[config.mk]
export PLATFORM = sky130hd
export DESIGN_NAME = key_pulse_gen
export DESIGN_NICKNAME = d
export VERILOG_FILES = /design/src/rtl/key_pulse_gen.sv
export SDC_FILE = /design/constraint.sdc
export NUM_CORES = 1
export LEC_CHECK = 0
export BUFFER_PORTS_ARGS = -buffer_cell sky130_fd_sc_hd__buf_4
export CELL_PAD_IN_SITES_DETAIL_PLACEMENT = 0
export CELL_PAD_IN_SITES_GLOBAL_PLACEMENT = 2
export CORE_MARGIN = 5
export CORE_UTILIZATION = 34
export DETAILED_ROUTE_END_ITERATION = 10
export PLACE_DENSITY_LB_ADDON = 0.1
export RECOVER_POWER = 25
export SKIP_CTS_REPAIR_TIMING = 1
export SLEW_MARGIN = 40
export SYNTH_ARGS = -nofsm -noshare
export SYNTH_HDL_FRONTEND = slang
export SYNTH_SLANG_ARGS = --single-unit
[constraint.sdc]
create_clock -name i_clk -period 2.2 [get_ports i_clk]
set_input_delay 0.66 -clock i_clk [delete_from_list [all_inputs] [get_ports i_clk]]
set_output_delay 0.66 -clock i_clk [all_outputs]
set_load 0.005 [all_outputs]
[src/rtl/key_pulse_gen.sv]
`default_nettype none
// ============================================================================
// Module   : key_pulse_gen
// Brief    : Turns single-cycle internal events into fixed-width physical
//            pulses, each followed by a guaranteed idle gap. Events arriving
//            while a pulse or gap is in progress are queued in a saturating
//            counter and replayed back-to-back.
// Revision : 1.0 - initial release
// ============================================================================
module key_pulse_gen #(
  parameter int ON_CYCLES  = 7,    // active pulse width in clocks (>=1)
  parameter int OFF_CYCLES = 7,    // idle gap after each pulse in clocks (>=1)
  parameter int PEND_MAX   = 3,    // queue depth (>=1)
  parameter bit IDLE_LEVEL = 1'b1, // resting output level
  localparam int c_pend_w  = $clog2(PEND_MAX + 1)
) (
  input  logic                i_clk,
  input  logic                i_rst,
  input  logic                i_trig,
  input  logic                i_clear,
  output logic                o_out,
  output logic                o_busy,
  output logic [c_pend_w-1:0] o_pending,
  output logic                o_done,
  output logic                o_drop
);

  // --------------------------------------------------------------------------
  // Constants
  // --------------------------------------------------------------------------
  localparam int c_cnt_max = (ON_CYCLES > OFF_CYCLES) ? ON_CYCLES : OFF_CYCLES;
  localparam int c_cnt_w   = $clog2(c_cnt_max + 1);

  localparam logic [c_cnt_w-1:0]  c_on_load  = c_cnt_w'(ON_CYCLES - 1);
  localparam logic [c_cnt_w-1:0]  c_off_load = c_cnt_w'(OFF_CYCLES - 1);
  localparam logic [c_cnt_w-1:0]  c_cnt_one  = c_cnt_w'(1);
  localparam logic [c_pend_w-1:0] c_pend_max = c_pend_w'(PEND_MAX);
  localparam logic [c_pend_w-1:0] c_pend_one = c_pend_w'(1);

  typedef enum logic [1:0] {
    S_IDLE = 2'd0,
    S_ON   = 2'd1,
    S_GAP  = 2'd2
  } state_t;

  // --------------------------------------------------------------------------
  // State and registered outputs
  // --------------------------------------------------------------------------
  state_t                state_q, state_d;
  logic [c_cnt_w-1:0]    cnt_q,   cnt_d;
  logic [c_pend_w-1:0]   pend_q,  pend_d;
  logic                  out_q,   out_d;
  logic                  busy_q,  busy_d;
  logic                  done_q,  done_d;
  logic                  drop_q,  drop_d;

  logic                  w_cnt_zero;
  logic                  w_active;
  logic                  w_consume_slot;

  // The last GAP cycle is the only point where a queued event can be consumed.
  assign w_cnt_zero     = (cnt_q == '0);
  assign w_active       = (state_q == S_ON) || (state_q == S_GAP);
  assign w_consume_slot = (state_q == S_GAP) && w_cnt_zero;

  // Next-state, counter, queue and output decode.
  always_comb begin
    state_d = state_q;
    cnt_d   = cnt_q;
    pend_d  = pend_q;
    done_d  = 1'b0;
    drop_d  = 1'b0;

    case (state_q)
      S_IDLE: begin
        // Queue is always empty here; a clear alongside a trig wins.
        pend_d = '0;
        if (i_trig && !i_clear) begin
          state_d = S_ON;
          cnt_d   = c_on_load;
        end
      end

      S_ON: begin
        if (w_cnt_zero) begin
          state_d = S_GAP;
          cnt_d   = c_off_load;
        end else begin
          cnt_d = cnt_q - c_cnt_one;
        end
      end

      S_GAP: begin
        if (!w_cnt_zero) begin
          cnt_d = cnt_q - c_cnt_one;
        end else if (!i_clear && ((pend_q != '0) || i_trig)) begin
          // Go straight into the next pulse: no extra idle cycle in between.
          state_d = S_ON;
          cnt_d   = c_on_load;
        end else begin
          state_d = S_IDLE;
          cnt_d   = '0;
          done_d  = 1'b1;
        end
      end

      default: begin
        state_d = S_IDLE;
        cnt_d   = '0;
        pend_d  = '0;
      end
    endcase

    // Event queue while a pulse or gap is in progress.
    if (w_active) begin
      if (i_clear) begin
        // Flush; the same-cycle trig is discarded silently.
        pend_d = '0;
      end else if (w_consume_slot) begin
        // A trig here cancels against the consume, so the count either holds
        // (trig present) or drops by one (no trig). Never a drop at this point.
        if (!i_trig && (pend_q != '0)) begin
          pend_d = pend_q - c_pend_one;
        end
      end else if (i_trig) begin
        if (pend_q == c_pend_max) begin
          drop_d = 1'b1;
        end else begin
          pend_d = pend_q + c_pend_one;
        end
      end
    end

    out_d  = (state_d == S_ON) ? ~IDLE_LEVEL : IDLE_LEVEL;
    busy_d = (state_d != S_IDLE);
  end

  // State register with asynchronous reset; reset aborts any pulse in flight.
  always_ff @(posedge i_clk or posedge i_rst) begin
    if (i_rst) begin
      state_q <= S_IDLE;
      cnt_q   <= '0;
      pend_q  <= '0;
      out_q   <= IDLE_LEVEL;
      busy_q  <= 1'b0;
      done_q  <= 1'b0;
      drop_q  <= 1'b0;
    end else begin
      state_q <= state_d;
      cnt_q   <= cnt_d;
      pend_q  <= pend_d;
      out_q   <= out_d;
      busy_q  <= busy_d;
      done_q  <= done_d;
      drop_q  <= drop_d;
    end
  end

  assign o_out     = out_q;
  assign o_busy    = busy_q;
  assign o_pending = pend_q;
  assign o_done    = done_q;
  assign o_drop    = drop_q;

endmodule
`default_nettype wire

# --- Word-level counts from Yosys, hierarchy flattened ---
# Cells that the tools add are included.
totals:
  reg_bits: 11
  out_inout_bits: 6
  wordCells: 54
classes:
  addsub: 3
  n_eq_ne: 5
  muxes: 26
  n_reduce_logical: 13
op_table:
  columns: ["cell", "count"]
  rows:
  - ["$mux 2", 10]
  - ["$mux 3", 4]
  - ["$mux 1", 10]
  - ["$pmux 3 s3", 1]
  - ["$pmux 2 s3", 1]
  - ["$eq 2x1->1 const B", 2]
  - ["$eq 2x2->1 const B", 2]
  - ["$logic_and 1x1->1", 4]
  - ["$reduce_bool 2->1", 2]
  - ["$logic_not 3->1", 1]
  - ["$sub 3x1->3 const B", 1]
  - ["$add 2x1->2 const B", 1]
  - ["$logic_not 1->1", 2]
  - ["$logic_not 2->1", 1]
  - ["$logic_or 1x1->1", 2]
  - ["$ne 2x2->1 const B", 1]
  - ["$reduce_or 2->1", 1]
  - ["$sub 2x1->2 const B", 1]

# --- Logic depth before layout (Yosys ltp) ---
# Gate-level depths: netlist of the first run.
logic_depth:
  depth_word: 8
  mapped_depth: 6

# --- Worst setup path after synthesis of the first run ---
# OpenSTA, ideal clock, no wires.
synth_path:
  path_type: "register to register"
  startpoint: "reg cnt_q[0]"
  endpoint: "reg out_q, in the netlist o_out"
  setup_time_ps: 88
  arrival_time_ps: 1551
  slack_ps: 561
  stages_incl_launch_ff: 7
  path_buffers: 0
  synth_period_minus_slack_ps: 1639
  cell_sequence: "dfrtp_1 -> inv_1 -> ha_1 -> nand2b_4 -> a22o_1 -> a22oi_1 -> or3b_1"
synth_between:
  elab_chain_len: 5
  word_cells_on_any_way: 6
  cone_classes: "1 x eq/ne; 4 x mux; 1 x reduce/logical"
synth_lines:
  columns: ["element", "line_no", "text"]
  rows:
  - ["start, declared", "50", "logic [c_cnt_w-1:0] cnt_q, cnt_d;"]
  - ["start signal, assigned", "150", "cnt_q <= cnt_d;"]
  - ["$logic_not 3->1 *", "62", "assign w_cnt_zero = (cnt_q == '0);"]
  - ["$mux 2, on equally long branches", "94, 85", null]
  - ["$pmux 2 s3 *", "74", "case (state_q)"]
  - ["$eq 2x1->1 *", "134", "out_d = (state_d == S_ON) ? ~IDLE_LEVEL : IDLE_LEVEL;"]
  - ["$mux 1 *", "134", null]
  - ["net out_d", "52", "logic out_q, out_d;"]
  - ["end signal, assigned", "152", "out_q <= out_d;"]
  - ["end, declared", "52", null]
# Mark *: on every way through the listed nets, which the timed path passes. The rest lies on a longest branch.
# A chain may end at the register's enable or synchronous reset.

# --- Worst setup path in the final report of the first run ---
# Same ends and word-level chain as after synthesis.

==> flow_metrics.tcl, run 1 <==
set metrics [dict create \
    finalCriticalPeriod_ns 1.81 \
    ys_types 27 \
    sw_frac_of_total 0.394 \
    drc 0 \
    dieArea_mm2 0.00302 \
    async_reset_ff_frac 1.00 \
    synth_edf_count 0 \
    core-area_mm2 0.00194 \
    yosysWarnings 0 \
    r2r-start "cnt_q[0]$_DFFE_PP0P_" \
    setup_violations 0 \
    drv_slew 0 \
    min_path_type "in2async" \
    power_frac_clock 0.141 \
    endpoint "o_out$_DFF_PP1_" \
    drive_above_1_share 0.207 \
    cts_max_path_buffers 2 \
    dieHeight_um 55.0 \
    peakVddDrop_uv 473 \
    hold_viol_final 0 \
    grt_pass1_wl_um 2210 \
    final_common_cell "dfrtp_1" \
    tns_ns 0 \
    criticalPathCategory "reg2reg" \
    grt_max_degree 12 \
    clk_pin_slew_ns 0.07 \
    cts_sinks 11 \
    startpoint_type "register" \
    area_delta_synth_final_pct 18.5 \
    tritoncts "built" \
    rsz0062_at_grt "false" \
    period_share 0.822 \
    ff2ff_path_depth 6 \
    reg2reg_slack_ns 0.39 \
    cts-root-buf "clkbuf_4" \
    synth-seq-area-share 0.402 \
    portBuffers 9 \
    yosys-top-cells-area "dfrtp_1 36%, ha_1 15%, inv_1 4.9%" \
    cp_data_arrival_time_ns 2.00 \
    cp.required_ns 2.39 \
    p_leak_nw 0.416 \
    fin_skew_ns 0.000305 \
    synth-seq-cells 11 \
    worst_pin_slew_ns 0.405 \
    synthCells 69 \
    fin_nets 95 \
    cts_made_buffers 3 \
    startpoint "cnt_q[0]$_DFFE_PP0P_" \
    final_cell_mix "10 x dfrtp_1, 9 x inv_1, 8 x ha_1, 8 x buf_4" \
    critPathMaxFanout 5 \
    grt_pass1_vias 511 \
    vias_per_cell 4.82 \
    slew-limit-headroom 0.723 \
    synth_ff_type "dfrtp_1" \
    avgSynthCellArea_um2 9.97 \
    drtPass1Iterations 4 \
    synth_top_area_frac 0.364 \
    power_mw 0.994 \
    max_freq_mhz 553 \
    power_density_mw_per_mm2 1220 \
    gp_congestion 0.676 \
    postSynthNetCount 81 \
    clk-insertion-delay-late_ns 0.27 \
    n_antenna_cell 0 \
    endpoint_kind "register" \
    die_w_um 55.0 \
    outcome "finished, final reports clean" \
    dpl.hpwl_um 1040 \
    antenna_found_initial 0 \
    grt_overflow 0 \
    p_seq_frac 0.319 \
    max_cap_viol_count 0 \
    boundaryPins 10 \
    start_util 0.354 \
    rows 16 \
    synth_area_um2 688 \
    worstReg2RegEnd "o_out$_DFF_PP1_" \
    track_usage 0.106 \
    cts_htree_levels 1 \
    drtIter0Drc 7 \
    synth_top_area_cell "dfrtp_1" \
    routed_wl_um 1340 \
    p_comb_frac 0.540 \
    fill_cells 189 \
    wl_per_cell_um 12.3 \
    vias 525 \
    antenna_left 0 \
    p_int_mw 0.602 \
    p_switching_mw 0.391 \
]
## layer usage
layer | vias to the layer above | routed length (um) | track usage
met3 | 5 | 45 | 0.0322
met4 | 0 | 37 | 0.0607
li1 | 272 | - | -
met2 | 7 | 586 | 0.154
met1 | 241 | 673 | 0.139
met5 | - | 0 | 0
## per-stage QoR
| stage | setup WS, ns | util | cells | instance area, um^2 | hold slack (ns) |
|---|---|---|---|---|---|
| 3_3_place_gp | 0.358 | 0.407 | 105 | 790 | 0.494 |
| 5_1_grt | 0.279 | 0.420 | 109 | 816 | 0.408 |
| 3_5_place_dp | 0.313 | 0.407 | 105 | 790 | 0.506 |
| 6_report | 0.391 | 0.420 | 109 | 816 | 0.376 |
| 2_1_floorplan | 0.561 | - | 69 | 688 | 0.473 |
| 4_1_cts | 0.375 | 0.420 | 109 | 816 | 0.395 |
## critical path, cell delays in order (launching register included)
cell	delay, ns
dfrtp_1	0.36
inv_1	0.12
ha_1	0.27
nand2b_4	0.09
a22o_1	0.23
a22oi_1	0.28
or3b_1	0.38
## power groups by stage
| stage | combinational (mW) | sequential [mW] | clock (mW) |
|---|---|---|---|
| 5_1_grt | 0.608 | 0.327 | 0.157 |
| 3_5_place_dp | 0.536 | 0.323 | 0 |
| 6_report | 0.537 | 0.317 | 0.140 |
| 2_1_floorplan | 0.406 | 0.317 | 0 |
| 3_3_place_gp | 0.548 | 0.322 | 0 |
| 4_1_cts | 0.541 | 0.319 | 0.147 |
## worst min-delay path by stage
| stage | slack [ns] | end |
|---|---|---|
| 4_1_cts | 0.40 | state_q[1]$_DFF_PP0_ |
| 3_5_place_dp | 0.51 | cnt_q[1]$_DFFE_PP0P_ |
| 5_1_grt | 0.41 | o_pending[0]$_DFF_PP0_ |
| 6_report | 0.38 | o_pending[1]$_DFF_PP0_ |
| 3_3_place_gp | 0.49 | cnt_q[1]$_DFFE_PP0P_ |
| 2_1_floorplan | 0.47 | cnt_q[1]$_DFFE_PP0P_ |
## sequential cells by signal, indices dropped and copies added, names as in the netlist
signal / count
state_q: 2
o_busy: 1
o_pending: 2
o_out: 1
o_drop: 1
cnt_q: 3
o_done: 1
## layout make-up
type,instances,area [um^2],share of cell area
repair buffers,9,67.6,0.0828
well taps,27,33.8,0.0414
clock buffers,4,26.3,0.0322
flip-flops and latches,11,277,0.339
inverters,9,33.8,0.0414
multi-input cells,49,378,0.463
## cells in the mapped netlist (all sizes together) (2+ instances only)
cell	n
nand2	2
inv	9
ha	8
o21ai	2
a21oi	6
a22o	3
dfrtp	10
nor2	6
nand3b	2
nor2b	3
nand2b	4
## kinds of logic (layout without fill, tap and decap cells)
group / count (synthesis) / count (layout) / share of synthesized area
buf+inv: 9 / 22 / 0.0491
flops: 11 / 11 / 0.402
xor+xnor: 1 / 1 / 0.0127
simple gates: 21 / 21 / 0.187
fa+ha+maj: 8 / 8 / 0.145
mux: 1 / 1 / 0.0145
compound gates: 18 / 18 / 0.189
No activity file was read; power rests on OpenSTA's default activity.
==> run 2, diff against run 1 <==
==> constraint.sdc (replaced) <==
create_clock -name i_clk -period 1.76 [get_ports i_clk]
set_input_delay 0.528 -clock i_clk [delete_from_list [all_inputs] [get_ports i_clk]]
set_output_delay 0.528 -clock i_clk [all_outputs]
set_load 0.005 [all_outputs]
==> run 2 against run 1 <==
Non-clock buffer count grew 5. Register-to-register slack lost 0.28 ns. Clock skew is essentially flat. Critical path type unchanged. Largest cell class unchanged. Largest power group unchanged.
==> flow_metrics.tcl, run 2 (synthesis results as in run 1) <==
set metrics [dict create \
    outcome "finished, final reports clean" \
    endpoint_kind "register" \
    clk-insertion-delay-late_ns 0.26 \
    criticalPathCategory "reg2reg" \
    grt_max_degree 12 \
    final_cell_mix "13 x buf_4, 9 x inv_1, 9 x dfrtp_1" \
    setup_violations 0 \
    gp_congestion 0.710 \
    path_cells "inv_1 -> ha_4 -> nand3b_4 -> o32a_1 -> or3b_1" \
    core-area_mm2 0.00194 \
    cts-root-buf "clkbuf_4" \
    min_path_type "in2async" \
    cts_made_buffers 3 \
    ff2ff_path_depth 5 \
    drv_slew 0 \
    area_delta_synth_final_pct 29.3 \
    antenna_left 0 \
    portBuffers 9 \
    r2r-start "state_q[0]$_DFF_PP0_" \
    track_usage 0.114 \
    power_density_mw_per_mm2 1530 \
    drive_above_1_share 0.287 \
    max_stage_delay_ns 0.41 \
    clk_pin_slew_ns 0.07 \
    cpMaxStageDelayCell "o32a_1" \
    reg2reg_slack_ns 0.11 \
    startpoint_type "register" \
    max_cap_viol_count 0 \
    fill_cells 202 \
    tritoncts "built" \
    final_common_cell "buf_4" \
    cts_sinks 11 \
    path_buf_inv 1 \
    dpl.hpwl_um 1110 \
    cts_htree_levels 1 \
    rows 16 \
    critPathTopFamily "simple AND/OR/NAND/NOR gates" \
    final_area_um2 890 \
    vias_per_cell 4.78 \
    top_register "cnt_q" \
    peakVddDrop_uv 688 \
    hold_viol_final 0 \
    worstReg2RegEnd "o_out$_DFF_PP1_" \
    routed_wl_um 1420 \
    grt_pass1_wl_um 2370 \
    slew-limit-headroom 0.716 \
    vias 545 \
    die_w_um 55.0 \
    n_antenna_cell 0 \
    fin_skew_ns 0.000753 \
    critPathMaxFanout 7 \
    drc 0 \
    antenna_found_initial 0 \
    grt_pass1_vias 532 \
    cts_max_path_buffers 2 \
    dieHeight_um 55.0 \
    grt_overflow 0 \
    max_freq_mhz 605 \
    cp_data_arrival_time_ns 1.84 \
    startpoint "state_q[0]$_DFF_PP0_" \
    start_util 0.354 \
    tns_ns 0 \
    finalCriticalPeriod_ns 1.65 \
    largest_reg_flops 3 \
    wl_per_cell_um 12.4 \
    worst_pin_slew_ns 0.426 \
    drtIter0Drc 3 \
    drtPass1Iterations 2 \
    postPlaceCellArea_um2 827 \
    p_leak_nw 0.455 \
    cp.required_ns 1.95 \
    boundaryPins 10 \
    cp.depth 5 \
    rsz0062_at_grt "false" \
    fin_nets 100 \
    dieArea_mm2 0.00302 \
    period_share 0.939 \
]
-- run 2: final cells by class --
cell class | instances | area, um^2 | area share
multi-input combinational | 49 | 413 | 0.464
sequential | 11 | 278 | 0.312
timing repair buffer | 14 | 105 | 0.118
inverter | 9 | 33.8 | 0.0380
tap | 27 | 33.8 | 0.0380
clock buffer | 4 | 26.3 | 0.0295
-- run 2: metrics by stage --
stage | instances | total power, mW | hold slack (ns) | util | worst slack, ns
5_1_grt | 114 | 1.49 | 0.286 | 0.458 | 0.0274
4_1_cts | 114 | 1.32 | 0.262 | 0.439 | 0.0198
6_report | 114 | 1.36 | 0.252 | 0.458 | 0.107
3_5_place_dp | 110 | 1.14 | 0.500 | 0.426 | 0.0350
3_3_place_gp | 110 | 1.15 | 0.496 | 0.426 | 0.0388
2_1_floorplan | 69 | 0.903 | 0.380 | - | 0.121
-- run 2: where the power goes --
group	leakage, nW	internal (mW)	total (mW)	switching, mW
registers	0.139	0.347	0.404	0.0569
logic	0.300	0.406	0.787	0.381
clock network	0.0150	0.0876	0.174	0.0865
-- run 2: worst max-delay path by stage --
stage / to / slack, ns
6_report: o_out$_DFF_PP1_ / 0.11
5_1_grt: o_out$_DFF_PP1_ / 0.03
4_1_cts: o_out$_DFF_PP1_ / 0.02
3_5_place_dp: o_out$_DFF_PP1_ / 0.04
3_3_place_gp: o_out$_DFF_PP1_ / 0.04
2_1_floorplan: o_out$_DFF_PP1_ / 0.12
-- run 2: routing by layer --
metal	part of all wire	track usage
met5	0	0
met4	0.0092	0.0607
met3	0.037	0.0322
met2	0.48	0.181
met1	0.47	0.139
